## src/rtl/ws2812_pkg.sv

```systemverilog
// Shared types and timing helpers for the WS2812 pixel-stream driver.
// Cycle counts are rounded up so no pulse is ever shorter than requested.
package ws2812_pkg;

    typedef logic [23:0] grb_t;

    typedef enum logic {
        LATCH,
        BIT
    } state_t;

    function automatic int ns_to_cycles(input longint clock_hz, input longint ns);
        longint prod;
        prod = clock_hz * ns;
        return int'((prod + 999_999_999) / 1_000_000_000);
    endfunction

endpackage

```

## src/rtl/ws2812_bit_encoder.sv

```systemverilog
// Produces one WS2812 bit period: high for T0H or T1H cycles, then low.
// A start on the done cycle chains the next bit with no idle gap.
module ws2812_bit_encoder #(
    parameter int T0H  = 5,
    parameter int T1H  = 10,
    parameter int TBIT = 15
) (
    input  logic clock,
    input  logic reset,
    input  logic start,
    input  logic value,
    output logic data_out,
    output logic done
);

    localparam int CW = $clog2(TBIT);
    localparam logic [CW-1:0] LAST = CW'(TBIT - 1);

    logic [CW-1:0] cnt;
    logic [CW-1:0] th;
    logic          busy;

    always_ff @(posedge clock) begin
        if (reset) begin
            busy     <= 1'b0;
            cnt      <= '0;
            th       <= '0;
            data_out <= 1'b0;
        end else if (start) begin
            busy     <= 1'b1;
            cnt      <= '0;
            th       <= value ? CW'(T1H) : CW'(T0H);
            data_out <= 1'b1;
        end else if (busy) begin
            if (cnt == LAST) begin
                busy     <= 1'b0;
                data_out <= 1'b0;
            end else begin
                cnt      <= cnt + 1'b1;
                data_out <= (cnt + 1'b1) < th;
            end
        end
    end

    assign done = busy && (cnt == LAST);

endmodule

```

## src/rtl/ws2812_driver.sv

```systemverilog
// Continuously refreshes a WS2812 chain from an on/off vector, one colour
// for lit pixels, with a latch gap between frames.
module ws2812_driver import ws2812_pkg::*; #(
    parameter int   CLOCK_HZ       = 12_000_000,
    parameter int   NUMBER_OF_LEDS = 8,
    parameter grb_t COLOR_ON       = 24'h101010,
    parameter int   T0H_NS         = 400,
    parameter int   T1H_NS         = 800,
    parameter int   TBIT_NS        = 1250,
    parameter int   TRESET_NS      = 80_000
) (
    input  logic                      clock,
    input  logic                      reset,
    input  logic                      enable,
    input  logic [NUMBER_OF_LEDS-1:0] led_in,
    output logic                      data_out,
    output logic                      frame_start
);

    localparam int T0H    = ns_to_cycles(CLOCK_HZ, T0H_NS);
    localparam int T1H    = ns_to_cycles(CLOCK_HZ, T1H_NS);
    localparam int TBIT   = ns_to_cycles(CLOCK_HZ, TBIT_NS);
    localparam int TRESET = ns_to_cycles(CLOCK_HZ, TRESET_NS);

    localparam int GW = $clog2(TRESET + 1);
    localparam int PW = (NUMBER_OF_LEDS > 1) ? $clog2(NUMBER_OF_LEDS) : 1;
    localparam bit HAS_PRE = (TRESET >= 2);
    localparam logic [GW-1:0] GAP_END = GW'(TRESET - 1);
    localparam logic [GW-1:0] GAP_PRE = GW'(HAS_PRE ? TRESET - 2 : 0);
    localparam logic [PW-1:0] PIX_END = PW'(NUMBER_OF_LEDS - 1);

    if (!(T0H >= 1 && T0H < T1H && T1H < TBIT && NUMBER_OF_LEDS >= 1))
    begin : g_cfg_err
        $error("ws2812_driver: invalid bit timing or LED count");
    end

    state_t                    state;
    logic [GW-1:0]             gap;
    logic [NUMBER_OF_LEDS-1:0] snap;
    logic [PW-1:0]             pix;
    logic [4:0]                bitn;
    logic                      last;

    grb_t color;
    logic cur_bit;
    logic fire;
    logic start;
    logic done;

    // frame_start is raised on the edge that lands the gap count on its
    // final value, so the pulse coincides with the exit cycle itself.
    always_comb begin
        color   = snap[pix] ? COLOR_ON : '0;
        cur_bit = color[bitn];
        fire    = (state == LATCH) && enable && !frame_start &&
                  ((gap == GAP_END) || (HAS_PRE && gap == GAP_PRE));
        start   = ((state == LATCH) && frame_start) ||
                  ((state == BIT) && done && !last);
    end

    always_ff @(posedge clock) begin
        if (reset) begin
            state       <= LATCH;
            gap         <= '0;
            snap        <= '0;
            pix         <= '0;
            bitn        <= 5'd23;
            last        <= 1'b0;
            frame_start <= 1'b0;
        end else begin
            frame_start <= fire;
            unique case (state)
                LATCH: begin
                    if (gap != GAP_END)
                        gap <= gap + 1'b1;
                    if (fire) begin
                        snap <= led_in;
                        pix  <= '0;
                        bitn <= 5'd23;
                        last <= 1'b0;
                    end
                    if (frame_start)
                        state <= BIT;
                end
                BIT: begin
                    if (done && last) begin
                        state <= LATCH;
                        gap   <= '0;
                    end
                end
                default: state <= LATCH;
            endcase
            // indices always point at the bit the encoder loads next
            if (start) begin
                if (bitn == 5'd0) begin
                    bitn <= 5'd23;
                    pix  <= pix + 1'b1;
                    last <= (pix == PIX_END);
                end else begin
                    bitn <= bitn - 1'b1;
                end
            end
        end
    end

    ws2812_bit_encoder #(
        .T0H  (T0H),
        .T1H  (T1H),
        .TBIT (TBIT)
    ) u_enc (
        .clock    (clock),
        .reset    (reset),
        .start    (start),
        .value    (cur_bit),
        .data_out (data_out),
        .done     (done)
    );

endmodule

```

## config.mk

```make
export PLATFORM = sky130hd
export DESIGN_NAME = ws2812_driver
export DESIGN_NICKNAME = d
export VERILOG_FILES = /design/src/rtl/ws2812_pkg.sv /design/src/rtl/ws2812_bit_encoder.sv /design/src/rtl/ws2812_driver.sv
export SDC_FILE = /design/constraint.sdc
export NUM_CORES = 1
export LEC_CHECK = 0
export CELL_PAD_IN_SITES_DETAIL_PLACEMENT = 2
export CELL_PAD_IN_SITES_GLOBAL_PLACEMENT = 2
export CORE_ASPECT_RATIO = 1.4
export CORE_MARGIN = 1
export CORE_UTILIZATION = 36
export DETAILED_ROUTE_END_ITERATION = 8
export HOLD_SLACK_MARGIN = 0.15
export PLACE_DENSITY_LB_ADDON = 0.1
export SYNTH_ARGS = -nofsm -noshare
export SYNTH_HDL_FRONTEND = slang
export SYNTH_SLANG_ARGS = --single-unit
```

## constraint.sdc

```tcl
create_clock -name clock -period 2.1 [get_ports clock]
set_input_delay 0.21 -clock clock [delete_from_list [all_inputs] [get_ports clock]]
set_output_delay 0.21 -clock clock [all_outputs]
set_load 0.02 [all_outputs]
```

==> impl_metrics.csv <==
group,metric,value,unit
run_status,outcome,"completed",
timing,timing.fmax,548,MHz
final_layout,diodes,0,
grt,grt_overflow,0,
placement,hpwl,3740,um
clock_tree,cts_buffers,5,
power_and_ir_drop,p_total,1.46,mW
critical_path,critPathLaunchType,"register",
min_path,hp-class,"register to register",
routing,drtPass1Iterations,3,
die,core_area,0.00495,mm^2
routing,num_vias,1559,
die,start_util,0.382,
critical_path,critical_path.max_stage_delay,430,ps
die,die_area,0.00555,mm^2
final_layout,utilization,0.439,
placement,place_congestion,0.791,
clock_tree,cts_max_level,2,
logic_synthesis,async_flop_share,0,
placement,port_buffers,12,
logic_synthesis,netlist.area_leader.share,0.392,
grt,grt_use_total,0.195,
clock_tree,clock-sinks,37,
power_and_ir_drop,vdd_drop_max,0.000280,V
routing,route.final.wire_length,4870,um
critical_path,required,2280,ps
final_layout,syn_to_final_growth,14.9,%
final_layout,fill_cells,564,
logic_synthesis,syn_nets,232,
logic_synthesis,yosysTopAreaCell,"dfxtp_1",
logic_synthesis,syn_area,0.00189,mm^2
timing,setup_tns,0,ps
timing,fin_crit,1830,ps
die,die_h,87.8,um
clock_tree,cts_setup_buffers,0,
logic_synthesis,syn_avg_cell_area,8.97,um^2
timing,maxSlewViolCount,0,
clock_tree,cts_tree,"done",
logic_synthesis,synth-seq-cells,37,
timing,hold_viol_final,0,
routing,drt_iter0_markers,35,
routing,detail-route-antenna-nets,0,
power_and_ir_drop,power.leakage,0.853,nW
routing,wl_per_cell,16.8,um
timing,worstMarginPinSlew,553,ps
timing,fin_crit_sh,0.869,
timing,finClkSkew,3.86,ps
logic_synthesis,ys_top_cells_by_area,"dfxtp_1 39%, ha_1 6.6%, mux2i_1 5.8%",
run,drv_cap,0,
final_layout,final_nets,246,
logic_synthesis,synth_edf_count,0,
clock_tree,clk_pin_slew,80,ps
timing,max_slew_margin,0.630,
grt,grt_pass1_vias,1742,
routing,via_per_inst,5.38,
die,die_w,63.3,um
critical_path,criticalPathCategory,"register to register",
critical_path,crit_fanout,11,
critical_path,path_cells,"inv_1, ha_1, nand4_2, o2bb2ai_2, o21ai_0, o2bb2ai_1, nand2b_1",
logic_synthesis,yosysSeqAreaShare,0.392,
logic_synthesis,synth_cells,211,
logic_synthesis,ys_warn_count,0,
die,rows,30,
logic_synthesis,synthFlopType,"dfxtp_1",
clock_tree,cts-root-buf,"clkbuf_8",
final_layout,layout-drive-gt1-share,0.0929,
critical_path,cp.arrival,2010,ps
timing,setup_viol,0,
logic_synthesis,yosys.cell_types.count,44,
placement,dp.cells,282,
clock_tree,clk_path_buf_depth,2,
power_and_ir_drop,power.density,672,mW/mm^2
timing,rsz0062_at_grt,"false",
routing,post-route-drc-count,0,
grt,grt_max_degree,16,
critical_path,crit_slowest_cell,"dfxtp_1",
critical_path,crit_path_end_kind,"register",
die,ios,13,
grt,antenna_found_initial,0,
clock_tree,insertion_delay,290,ps
grt,grt_pass1_wl,8260,um
final_layout,stdcell_count,290,
[layer usage]
metal | vias up | wire [um] | track usage
li1 | 768 | - | -
met2 | 14 | 2780 | 0.390
met1 | 767 | 1890 | 0.188
met5 | - | 0 | 0
met3 | 10 | 61 | 0.0352
met4 | 0 | 141 | 0.0992
[layout make-up]
class	instances	area, um^2	area share
clock buffer	7	96.3	0.0443
clock inverter	1	5.00	0.00230
inverter	10	37.5	0.0173
multi-input combinational	156	1070	0.493
sequential	37	741	0.341
tap	64	80.1	0.0368
timing repair buffer	15	143	0.0656
[where the power goes]
part           switching [mW]  total, mW  leakage [nW]  internal (mW)
logic                  0.0811      0.152         0.500         0.0707
clock network           0.262      0.559        0.0542          0.297
registers              0.0283      0.751         0.299          0.723
total                   0.371       1.46         0.853           1.09
[state kept, by name, summed over array words and instances, names as in the netlist]
register and count:
bitn 5, frame_start 1, gap 10, last 1
pix 3, snap 8, state 1, u_enc.busy 1
u_enc.cnt 4, u_enc.data_out 1, u_enc.th 2
[cell usage after synthesis, types with 2 or more instances]
library cell,count
nand2b_1,3
a211oi_1,5
dfxtp_1,37
nand2_1,14
nand3b_1,2
and2_1,3
buf_2,2
mux2i_1,11
o21ai_0,9
or3_1,4
clkbuf_1,3
inv_1,10
nor2b_1,3
ha_1,10
a21oi_1,13
o2bb2ai_1,3
nor4_2,2
and4_1,2
xor2_1,6
buf_6,2
nand3_1,14
nor2_1,24
and4b_1,2
nor3_1,2
xnor2_1,6
[per-stage QoR]
stage | hold slack [ps] | setup slack (ps) | area [um^2]
2_1_floorplan | 354 | 583 | 1890
3_3_place_gp | 474 | 226 | 2070
3_5_place_dp | 493 | 62.0 | 2070
4_1_cts | 511 | 26.5 | 2170
5_1_grt | 545 | 60.0 | 2170
6_report | 505 | 274 | 2170
[placed cells by master (no fill, tap or decap), types with 2 or more instances in the layout]
master            n
nor2_1           24
ha_1             10
mux2i_1          11
nor2b_1           3
nand3_1          14
a211oi_1          5
xnor2_1           6
clkdlybuf4s50_1  12
nand3b_1          2
and2_1            3
dfxtp_1          37
o2bb2ai_1         2
and4b_1           2
xor2_1            6
nor4_2            2
buf_4             3
or3_1             4
inv_1            10
o21ai_0           9
clkbuf_8          7
nand2b_1          3
and4_1            2
nand2_1          14
a21oi_1          13
nor3_1            2
[repair_timing]
action                     in CTS  in global routing
setup endpoints to repair       0                  4
gates resized for setup         0                  1
hold buffers                    0                  0
[final timing paths]
path | from | to | slack (ps) | cells after the start
hold / removal | snap[6] | snap[6] | 510 | 2
hold reg to reg | snap[6] | snap[6] | 510 | 2
setup reg to reg | u_enc.cnt[0] | bitn[1] | 270 | 7
setup / recovery | u_enc.cnt[0] | bitn[1] | 270 | 7
[worst max-delay path, delay by kind of cell, from the launching register on]
| kind | cells | cell delay [ps] |
|---|---|---|
| simple gates | 2 | 230 |
| flops | 1 | 430 |
| compound gates | 3 | 730 |
| buf+inv | 1 | 90 |
| fa+ha+maj | 1 | 250 |
[logic make-up (layout without fill, tap and decap cells)]
kind of cell    Yosys count  after routing  synth area share
buf+inv                  18             33            0.0450
xor+xnor                 12             12            0.0556
mux                      12             12            0.0642
fa+ha+maj                10             10            0.0661
simple gates             83             83             0.239
compound gates           39             39             0.139
flops                    37             37             0.392
(Power assumes the default switching activity.)
